==> src/rtl/gtx_rx_byte_gearbox_if.sv <==
// Word-in / byte-out stream bundle for the GTX RX byte gearbox.
// The master drives words and byte back-pressure; the slave returns the byte stream.
interface gtx_rx_byte_gearbox_if #(
  parameter int BYTES_PER_WORD = 2
);
  logic [8*BYTES_PER_WORD-1:0] din;
  logic [BYTES_PER_WORD-1:0]   din_k;
  logic                        din_valid;
  logic [7:0]                  dout;
  logic                        dout_k;
  logic                        dout_valid;
  logic                        dout_ready;

  modport master (
    output din, din_k, din_valid, dout_ready,
    input  dout, dout_k, dout_valid
  );

  modport slave (
    input  din, din_k, din_valid, dout_ready,
    output dout, dout_k, dout_valid
  );
endinterface

==> src/rtl/gtx_rx_byte_gearbox.sv <==
// Splits GTX RX words into a byte stream: word FIFO, holding register and a
// registered valid/ready output stage, with optional comma alignment and dropping.
module gtx_rx_byte_gearbox #(
  parameter int         BYTES_PER_WORD = 2,
  parameter int         FIFO_DEPTH     = 8,
  parameter int         MSB_FIRST      = 1,
  parameter logic [7:0] COMMA_CHAR     = 8'hBC,
  parameter int         DROP_COMMA     = 0,
  parameter int         ALIGN_EN       = 1
) (
  input  logic                          clk,
  input  logic                          rst_n,
  gtx_rx_byte_gearbox_if.slave          bus,
  input  logic                          relock,
  input  logic                          clr_ovf,
  output logic                          locked,
  output logic                          overflow,
  output logic [$clog2(FIFO_DEPTH):0]   fifo_level
);

  localparam int N  = BYTES_PER_WORD;
  localparam int LW = $clog2(FIFO_DEPTH);
  localparam int IW = (N > 1) ? $clog2(N) : 1;
  localparam int WW = 9 * N;

  localparam logic [IW-1:0] FIRST_IDX = (MSB_FIRST != 0) ? IW'(N - 1) : '0;
  localparam logic [IW-1:0] LAST_IDX  = (MSB_FIRST != 0) ? '0 : IW'(N - 1);
  localparam logic [IW-1:0] IDX_ONE   = 1;
  localparam logic [LW-1:0] PTR_ONE   = 1;
  localparam logic [LW:0]   LVL_ONE   = 1;
  localparam logic          LOCK_INIT = (ALIGN_EN == 0);

  logic [WW-1:0]    mem [FIFO_DEPTH];
  logic [LW-1:0]    wr_ptr;
  logic [LW-1:0]    rd_ptr;
  logic [LW:0]      level;
  logic [WW-1:0]    head;
  logic             fifo_full;
  logic             fifo_empty;

  logic [8*N-1:0]   hold_data;
  logic [N-1:0]     hold_k;
  logic [IW-1:0]    hold_idx;
  logic             hold_valid;

  logic             has_comma;
  logic [7:0]       cur_byte;
  logic             cur_k;
  logic             cur_drop;
  logic             accept;
  logic             adv;
  logic             hold_want;
  logic             pop;
  logic             push;
  logic             ovf_event;

  always_comb begin
    has_comma = 1'b0;
    for (int i = 0; i < N; i++) begin
      if (bus.din_k[i] && (bus.din[8*i +: 8] == COMMA_CHAR)) begin
        has_comma = 1'b1;
      end
    end
  end

  always_comb begin
    cur_byte = '0;
    cur_k    = 1'b0;
    for (int i = 0; i < N; i++) begin
      if (hold_idx == IW'(i)) begin
        cur_byte = hold_data[8*i +: 8];
        cur_k    = hold_k[i];
      end
    end
  end

  assign fifo_full  = (level == (LW+1)'(FIFO_DEPTH));
  assign fifo_empty = (level == '0);
  assign head       = mem[rd_ptr];
  assign fifo_level = level;

  // Holding reloads from the FIFO when idle or as its last byte leaves, so words run back to back.
  assign cur_drop  = (DROP_COMMA != 0) && cur_k && (cur_byte == COMMA_CHAR);
  assign accept    = bus.din_valid && !relock && (locked || has_comma);
  assign adv       = hold_valid && (!bus.dout_valid || bus.dout_ready);
  assign hold_want = !hold_valid || (adv && (hold_idx == LAST_IDX));
  assign pop       = hold_want && !fifo_empty && !relock;
  assign push      = accept && (!fifo_full || pop);
  assign ovf_event = accept && fifo_full && !pop;

  always_ff @(posedge clk or negedge rst_n) begin
    if (!rst_n) begin
      wr_ptr <= '0;
      rd_ptr <= '0;
      level  <= '0;
    end else if (relock) begin
      wr_ptr <= '0;
      rd_ptr <= '0;
      level  <= '0;
    end else begin
      if (push) wr_ptr <= wr_ptr + PTR_ONE;
      if (pop)  rd_ptr <= rd_ptr + PTR_ONE;
      case ({push, pop})
        2'b10:   level <= level + LVL_ONE;
        2'b01:   level <= level - LVL_ONE;
        default: level <= level;
      endcase
    end
  end

  always_ff @(posedge clk) begin
    if (push) mem[wr_ptr] <= {bus.din_k, bus.din};
  end

  always_ff @(posedge clk or negedge rst_n) begin
    if (!rst_n) begin
      hold_data  <= '0;
      hold_k     <= '0;
      hold_idx   <= FIRST_IDX;
      hold_valid <= 1'b0;
    end else if (relock) begin
      hold_idx   <= FIRST_IDX;
      hold_valid <= 1'b0;
    end else if (hold_want) begin
      if (pop) begin
        hold_data  <= head[8*N-1:0];
        hold_k     <= head[WW-1:8*N];
        hold_idx   <= FIRST_IDX;
        hold_valid <= 1'b1;
      end else begin
        hold_valid <= 1'b0;
      end
    end else if (adv) begin
      hold_idx <= (MSB_FIRST != 0) ? (hold_idx - IDX_ONE) : (hold_idx + IDX_ONE);
    end
  end

  // A dropped comma still consumes its slot, leaving a one-cycle bubble on the output.
  always_ff @(posedge clk or negedge rst_n) begin
    if (!rst_n) begin
      bus.dout       <= '0;
      bus.dout_k     <= 1'b0;
      bus.dout_valid <= 1'b0;
    end else if (relock) begin
      bus.dout_valid <= 1'b0;
    end else if (!bus.dout_valid || bus.dout_ready) begin
      if (hold_valid && !cur_drop) begin
        bus.dout       <= cur_byte;
        bus.dout_k     <= cur_k;
        bus.dout_valid <= 1'b1;
      end else begin
        bus.dout_valid <= 1'b0;
      end
    end
  end

  always_ff @(posedge clk or negedge rst_n) begin
    if (!rst_n) begin
      locked   <= LOCK_INIT;
      overflow <= 1'b0;
    end else begin
      if (relock) begin
        locked <= LOCK_INIT;
      end else if (bus.din_valid && has_comma) begin
        locked <= 1'b1;
      end
      overflow <= ovf_event || (overflow && !clr_ovf);
    end
  end

endmodule

==> src/flat_wrapper.sv <==
// flat-port wrapper written by rule: the top's interface ports become plain ports
module gtx_rx_byte_gearbox_flat 
#(
  parameter int         BYTES_PER_WORD = 2,
  parameter int         FIFO_DEPTH     = 8,
  parameter int         MSB_FIRST      = 1,
  parameter logic [7:0] COMMA_CHAR     = 8'hBC,
  parameter int         DROP_COMMA     = 0,
  parameter int         ALIGN_EN       = 1
)
  (clk, rst_n, relock, clr_ovf, locked, overflow, fifo_level, bus_din, bus_din_k, bus_din_valid, bus_dout_ready, bus_dout, bus_dout_k, bus_dout_valid);
  gtx_rx_byte_gearbox_if #(.BYTES_PER_WORD(BYTES_PER_WORD)) bus_i ();
  input  logic clk;
  input  logic rst_n;
  input  logic relock;
  input  logic clr_ovf;
  output logic locked;
  output logic overflow;
  output logic [$clog2(FIFO_DEPTH):0] fifo_level;
  input wire logic [$bits(bus_i.din)-1:0] bus_din;
  input wire logic [$bits(bus_i.din_k)-1:0] bus_din_k;
  input wire logic [$bits(bus_i.din_valid)-1:0] bus_din_valid;
  input wire logic [$bits(bus_i.dout_ready)-1:0] bus_dout_ready;
  output wire logic [$bits(bus_i.dout)-1:0] bus_dout;
  output wire logic [$bits(bus_i.dout_k)-1:0] bus_dout_k;
  output wire logic [$bits(bus_i.dout_valid)-1:0] bus_dout_valid;
  assign bus_i.din = bus_din;
  assign bus_i.din_k = bus_din_k;
  assign bus_i.din_valid = bus_din_valid;
  assign bus_i.dout_ready = bus_dout_ready;
  assign bus_dout = bus_i.dout;
  assign bus_dout_k = bus_i.dout_k;
  assign bus_dout_valid = bus_i.dout_valid;
  gtx_rx_byte_gearbox #(.BYTES_PER_WORD(BYTES_PER_WORD), .FIFO_DEPTH(FIFO_DEPTH), .MSB_FIRST(MSB_FIRST), .COMMA_CHAR(COMMA_CHAR), .DROP_COMMA(DROP_COMMA), .ALIGN_EN(ALIGN_EN)) u_core (.clk(clk), .rst_n(rst_n), .bus(bus_i), .relock(relock), .clr_ovf(clr_ovf), .locked(locked), .overflow(overflow), .fifo_level(fifo_level));
endmodule
==> config.mk <==
export PLATFORM = sky130hd
export DESIGN_NAME = gtx_rx_byte_gearbox_flat
export DESIGN_NICKNAME = d
export VERILOG_FILES = /design/src/rtl/gtx_rx_byte_gearbox_if.sv /design/src/rtl/gtx_rx_byte_gearbox.sv /design/src/flat_wrapper.sv
export SDC_FILE = /design/constraint.sdc
export NUM_CORES = 1
export LEC_CHECK = 0
export CAP_MARGIN = 20
export CORE_MARGIN = 2
export CORE_UTILIZATION = 45
export CTS_CLUSTER_SIZE = 14
export DETAILED_ROUTE_END_ITERATION = 8
export DONT_BUFFER_PORTS = 1
export PLACE_DENSITY_LB_ADDON = 0.08
export SETUP_SLACK_MARGIN = 0.15
export SKIP_CTS_REPAIR_TIMING = 1
export SLEW_MARGIN = 10
export SYNTH_ARGS = -nofsm -noshare
export SYNTH_HDL_FRONTEND = slang
export SYNTH_SLANG_ARGS = --single-unit
==> constraint.sdc <==
create_clock -name clk -period 8.1 [get_ports clk]
set_input_delay 2.025 -clock clk [delete_from_list [all_inputs] [get_ports clk]]
set_output_delay 2.025 -clock clk [all_outputs]
set_load 0.01 [all_outputs]
==> results of run 1 <==
[sequential cells by signal (all words and copies together), names as in the netlist, 2 cells and up]
name               cells
u_core.fifo_level      4
u_core.hold_k          2
u_core.rd_ptr          3
u_core.mem           144
u_core.hold_data      16
u_core.wr_ptr          3
u_core.bus.dout        8
[final cells by class]
| type | count | area, um^2 | share of cell area |
|---|---|---|---|
| clock inverters | 14 | 148 | 0.0177 |
| multi-input cells | 210 | 2000 | 0.241 |
| inverters | 1 | 3.75 | 0.000451 |
| flip-flops and latches | 186 | 5380 | 0.646 |
| well taps | 216 | 270 | 0.0325 |
| repair buffers | 12 | 90.1 | 0.0108 |
| clock buffers | 18 | 429 | 0.0516 |
[synth_stat cells, types with 2 or more instances]
cell | count | area (um^2)
nor3_2 | 2 | 20.0
mux2i_1 | 31 | 310
xor2_1 | 2 | 17.5
nor2_1 | 45 | 169
nand2b_1 | 5 | 31.3
a21o_1 | 2 | 15.0
a21oi_1 | 33 | 165
ha_1 | 4 | 50.1
nand2_1 | 2 | 7.51
nand3_1 | 7 | 35.0
nor2b_1 | 5 | 31.3
dfrtp_1 | 41 | 1030
buf_2 | 8 | 40.0
and2_0 | 2 | 12.5
xnor2_1 | 3 | 26.3
nor3_1 | 2 | 10.0
clkbuf_1 | 8 | 30.0
and4b_1 | 2 | 20.0
edfxtp_1 | 144 | 4320
mux2_1 | 2 | 22.5
o21ai_0 | 3 | 15.0
mux4_2 | 36 | 811
nor3b_1 | 2 | 15.0
[logic make-up after synthesis]
| kind of cell | count (synthesis) | share of synthesized area |
|---|---|---|
| flip-flops | 186 | 0.723 |
| AND/OR/NAND/NOR | 84 | 0.0574 |
| multiplexers | 70 | 0.157 |
| AO/OA/AOI/OAI | 46 | 0.0355 |
| buffers and inverters | 19 | 0.0119 |
| XOR/XNOR | 5 | 0.00589 |
| adder cells (fa/ha/maj) | 5 | 0.00942 |
[metrics by stage]
stage	cell area, um^2	util
finish	8320	0.520
global route	8320	0.520
CTS	8320	0.520
detailed placement	7740	0.484
global placement	7740	0.484
floorplan	7440	-
[worst max-delay path by stage]
stage	slack [ns]	end	depth (start not counted)	start
2_1_floorplan	3.34	u_core.mem[0][0]	5	bus_dout_ready
3_3_place_gp	3.37	u_core.mem[1][16]	6	bus_din[1]
3_5_place_dp	3.38	u_core.mem[1][16]	6	bus_din[1]
4_1_cts	3.78	u_core.mem[1][6]	6	bus_din[1]
5_1_grt	3.65	u_core.mem[1][6]	6	bus_din[1]
6_report	3.86	u_core.mem[1][6]	6	bus_din[1]
[metal layers]
metal / global-route usage / routed length [um]
met5: 0 / 0
met4: 0.0663 / 226
met3: 0.0483 / 663
met2: 0.291 / 7390
met1: 0.255 / 6860
[report_power, final]
| group | switching (mW) | internal, mW | total (mW) | leakage [nW] |
|---|---|---|---|---|
| logic | 0.232 | 0.237 | 0.468 | 0.754 |
| clock network | 0.356 | 0.455 | 0.811 | 0.274 |
| registers | 0.118 | 1.11 | 1.23 | 1.79 |
[critical path, delay by kind of cell]
kind	cells	cell delay, ns
buf+inv	1	0.34
compound gates	1	0.27
simple gates	4	1.73
==> reports/metrics.yaml, run 1 <==
coreArea_um2: 16000
grt_start_max_net_pins: 43
synth_flop_cell: "edfxtp_1"
grt_pass1_wl_um: 23400
htreeDepth: 4
routed_wl_um: 15100
max_cap_violations: 0
dr.pass1.iters: 4
cts.root.buffer_cell: "clkbuf_16"
cp-end-kind: "register"
syn_to_final_growth_pct: 11.9
path_class: "in2reg"
cts_max_path_buffers: 2
io_buffers: 0
relSlewSlack: 0.242
via_per_inst: 5.56
synth_cells: 415
reg2reg_setup_slack_ns: 5.01
ys_warn_count: 0
n_antenna_cell: 0
die_area_um2: 17600
ys_ff_latch: 186
clk_latency_ns: 0.44
fin_cells: 657
syn_area_um2: 7440
drv_slew: 0
holdPathEnd: "u_core.hold_data[13]"
start_util: 0.465
io-pin-count: 40
finalClockSkew_ns: 0.0181
mostFrequentLayoutCells: "144 x edfxtp_1, 40 x dfrtp_1, 39 x nor2_1, 36 x mux4_2, 33 x a21oi_1"
min_from: "u_core.hold_data[13]"
critPathRequiredTime_ns: 8.23
status: "complete, no violations"
finalSetupTns_ns: 0
ir_worst_vdd_v: 0.000166
drive_above_1_share: 0.206
setup_viol: 0
gp_congestion: 0.750
start_kind: "primary input"
critPathSlowestCell: "nor3_2"
hold_depth: 2
yosysSeqAreaShare: 0.723
rr_startpoint: "u_core.fifo_level[0]"
grt_pass1_vias: 3802
final_common_cell: "edfxtp_1"
synth.distinct_cells: 47
grt_use_total: 0.186
place_ws_ns: 3.38
die_w_um: 133
p_per_area_nw_per_um2: 301
async_flop_share: 0.226
power.total_mw: 2.51
min_path_type: "reg2reg"
rr_worst_depth: 10
cts_buffers: 17
critical_path.cell_chain: "nor3b_1 -> a41o_1 -> or2_1 -> nand3_1 -> nor3_2 -> buf_4"
finalWorstSetupSlack_ns: 3.86
route.detailed.drc: 0
first_iter_violations: 155
grt_overflow: 0
rsz0062_at_grt: "no"
holdWs_ns: 0.529
finalNetCount: 457
final-hold-violation-count: 0
r2r-end: "u_core.fifo_level[3]"
synth_edf_count: 144
ant_nets: 0
fin_crit_ns: 4.24
tritoncts: "done"
antenna_found_initial: 0
num_vias: 3654
dp_cells: 625
max_freq_mhz: 236
hpwl_um: 9290
die_h_um: 133
nFillCells: 1344
syn_area_per_cell_um2: 17.9
cts_sinks: 186
cp_slowest_stage_delay_ns: 0.63
finalCritPeriodShare: 0.524
cp_max_fo: 11
rows: 46
synth_fp_nets: 444
clk_pin_slew_ns: 0.07
arrival_ns: 4.37
wl_per_cell_um: 23.0
p_leak_nw: 2.81
tightest_slew_ns: 1.13
Power figures use the tool's default switching activity.
==> run 2, diff against run 1 <==
clock period = 3.9 ns   (was 8.1 ns; I/O delays follow)
==> run 2 against run 1 <==
Net effect:
- clock skew decreased by 0.011 ns
- setup slack got worse by 2.9 ns
- largest cell class unchanged
- critical path type unchanged
- cell count increased by 1.2%
- combinational power increased by 120%
- via count increased by 0.52%
- register-to-register slack got worse by 3.9 ns
- sequential cell count unchanged
==> reports/metrics.yaml, run 2 (synthesis results as in run 1) <==
status: "complete, no violations"
clk_latency_ns: 0.43
die_h_um: 133
cts_buffers: 17
htreeDepth: 4
relSlewSlack: 0.499
dr.pass1.iters: 4
first_iter_violations: 255
fin_crit_ns: 2.93
die_area_um2: 17600
setup_viol: 0
critPathRequiredTime_ns: 4.22
die_w_um: 133
grt_pass1_vias: 3868
syn_to_final_growth_pct: 13.2
cp-end-kind: "register"
p_leak_nw: 2.88
via_per_inst: 5.52
max_cap_violations: 0
min_path_type: "in2async"
wl_met3_um: 550
largest_register_ff_count: 144
grt_start_max_net_pins: 43
antenna_found_initial: 0
coreArea_um2: 16000
finalSetupTns_ns: 0
reg2reg_setup_slack_ns: 1.10
fin_cells: 665
route.detailed.drc: 0
rows: 46
r2r-end: "u_core.fifo_level[3]"
grt_pass1_wl_um: 23000
ir_worst_vdd_v: 0.000336
grt_use_total: 0.179
routed_wl_um: 14700
met1_length_um: 6690
finalNetCount: 465
drive_above_1_share: 0.229
start_util: 0.465
mostFrequentLayoutCells: "144 x edfxtp_1, 40 x dfrtp_1, 39 x nor2_1, 36 x mux4_2, 33 x a21oi_1"
gp_congestion: 0.782
final_common_cell: "edfxtp_1"
arrival_ns: 3.25
path_class: "in2reg"
cts_max_path_buffers: 2
grt_overflow: 0
register_area_um2: 5380
clk_pin_slew_ns: 0.07
n_antenna_cell: 0
p_per_area_nw_per_um2: 631
drv_slew: 0
finalCritPeriodShare: 0.751
power.total_mw: 5.31
wl_met2_um: 7190
cp_max_fo: 9
nFillCells: 1338
multiInputGateArea_um2: 2000
start_kind: "primary input"
routed.top_layer: "met4"
cts.root.buffer_cell: "clkbuf_16"
rr_startpoint: "u_core.fifo_level[1]"
hpwl_um: 8950
num_vias: 3673
io_buffers: 0
rr_worst_depth: 9
tightest_slew_ns: 0.744
wl_per_cell_um: 22.1
top_regs: "u_core.mem x144, u_core.hold_data x16, u_core.bus.dout x8"
max_freq_mhz: 341
final-hold-violation-count: 0
cts_sinks: 186
io-pin-count: 40
tritoncts: "done"
ant_nets: 0
dp_cells: 633
finalClockSkew_ns: 0.00720
top_register: "u_core.mem"
rsz0062_at_grt: "no"
-- run 2: critical path, stage by stage --
cell     delay, ns
nor3b_1       0.12
buf_4         0.15
a41o_1        0.25
nor2_1        0.31
and2_1        0.25
ha_1          0.25
a21o_1        0.18
a21oi_1       0.19
nand3_1       0.14
o311a_1       0.17
a211o_1       0.26
-- run 2: metrics by stage --
| step | instance area [um^2] | utilization | setup WS (ns) | hold WS [ns] |
|---|---|---|---|---|
| after floorplan | 7440 | - | 0.191 | 0.494 |
| after global placement | 7820 | 0.489 | 0.648 | 0.515 |
| after detailed placement | 7820 | 0.489 | 0.575 | 0.520 |
| after CTS | 8420 | 0.526 | 1.03 | 0.214 |
| after global routing | 8420 | 0.526 | 0.801 | 0.209 |
| final | 8420 | 0.526 | 0.969 | 0.236 |
-- run 2: layer usage --
layer | vias up | GRT usage
li1 | 1667 | -
met1 | 1921 | 0.242
met5 | - | 0
met3 | 17 | 0.0387
met4 | 0 | 0.0651
met2 | 68 | 0.288
-- run 2: area by class of cell --
type | count | area share
Timing Repair Buffer | 20 | 0.0193
Multi-Input combinational cell | 210 | 0.238
Clock buffer | 17 | 0.0505
Inverter | 1 | 0.000446
Clock inverter | 15 | 0.0210
Tap cell | 216 | 0.0321
Sequential cell | 186 | 0.639
-- run 2: worst max-delay path by stage --
stage / endpoint / cells past startpoint / start / slack [ns]
2_1_floorplan: u_core.mem[0][0] / 5 / bus_dout_ready / 0.19
3_3_place_gp: u_core.fifo_level[3] / 10 / bus_din[9] / 0.65
3_5_place_dp: u_core.fifo_level[3] / 11 / bus_din[2] / 0.57
4_1_cts: u_core.fifo_level[3] / 11 / bus_din[2] / 1.03
5_1_grt: u_core.fifo_level[3] / 11 / bus_din[2] / 0.80
6_report: u_core.fifo_level[3] / 11 / bus_din[2] / 0.97
-- run 2: power by group --
| group | total, mW | switching [mW] | internal, mW |
|---|---|---|---|
| clock network | 1.77 | 0.798 | 0.971 |
| logic | 1.01 | 0.507 | 0.506 |
| registers | 2.53 | 0.220 | 2.31 |
| total | 5.31 | 1.52 | 3.78 |
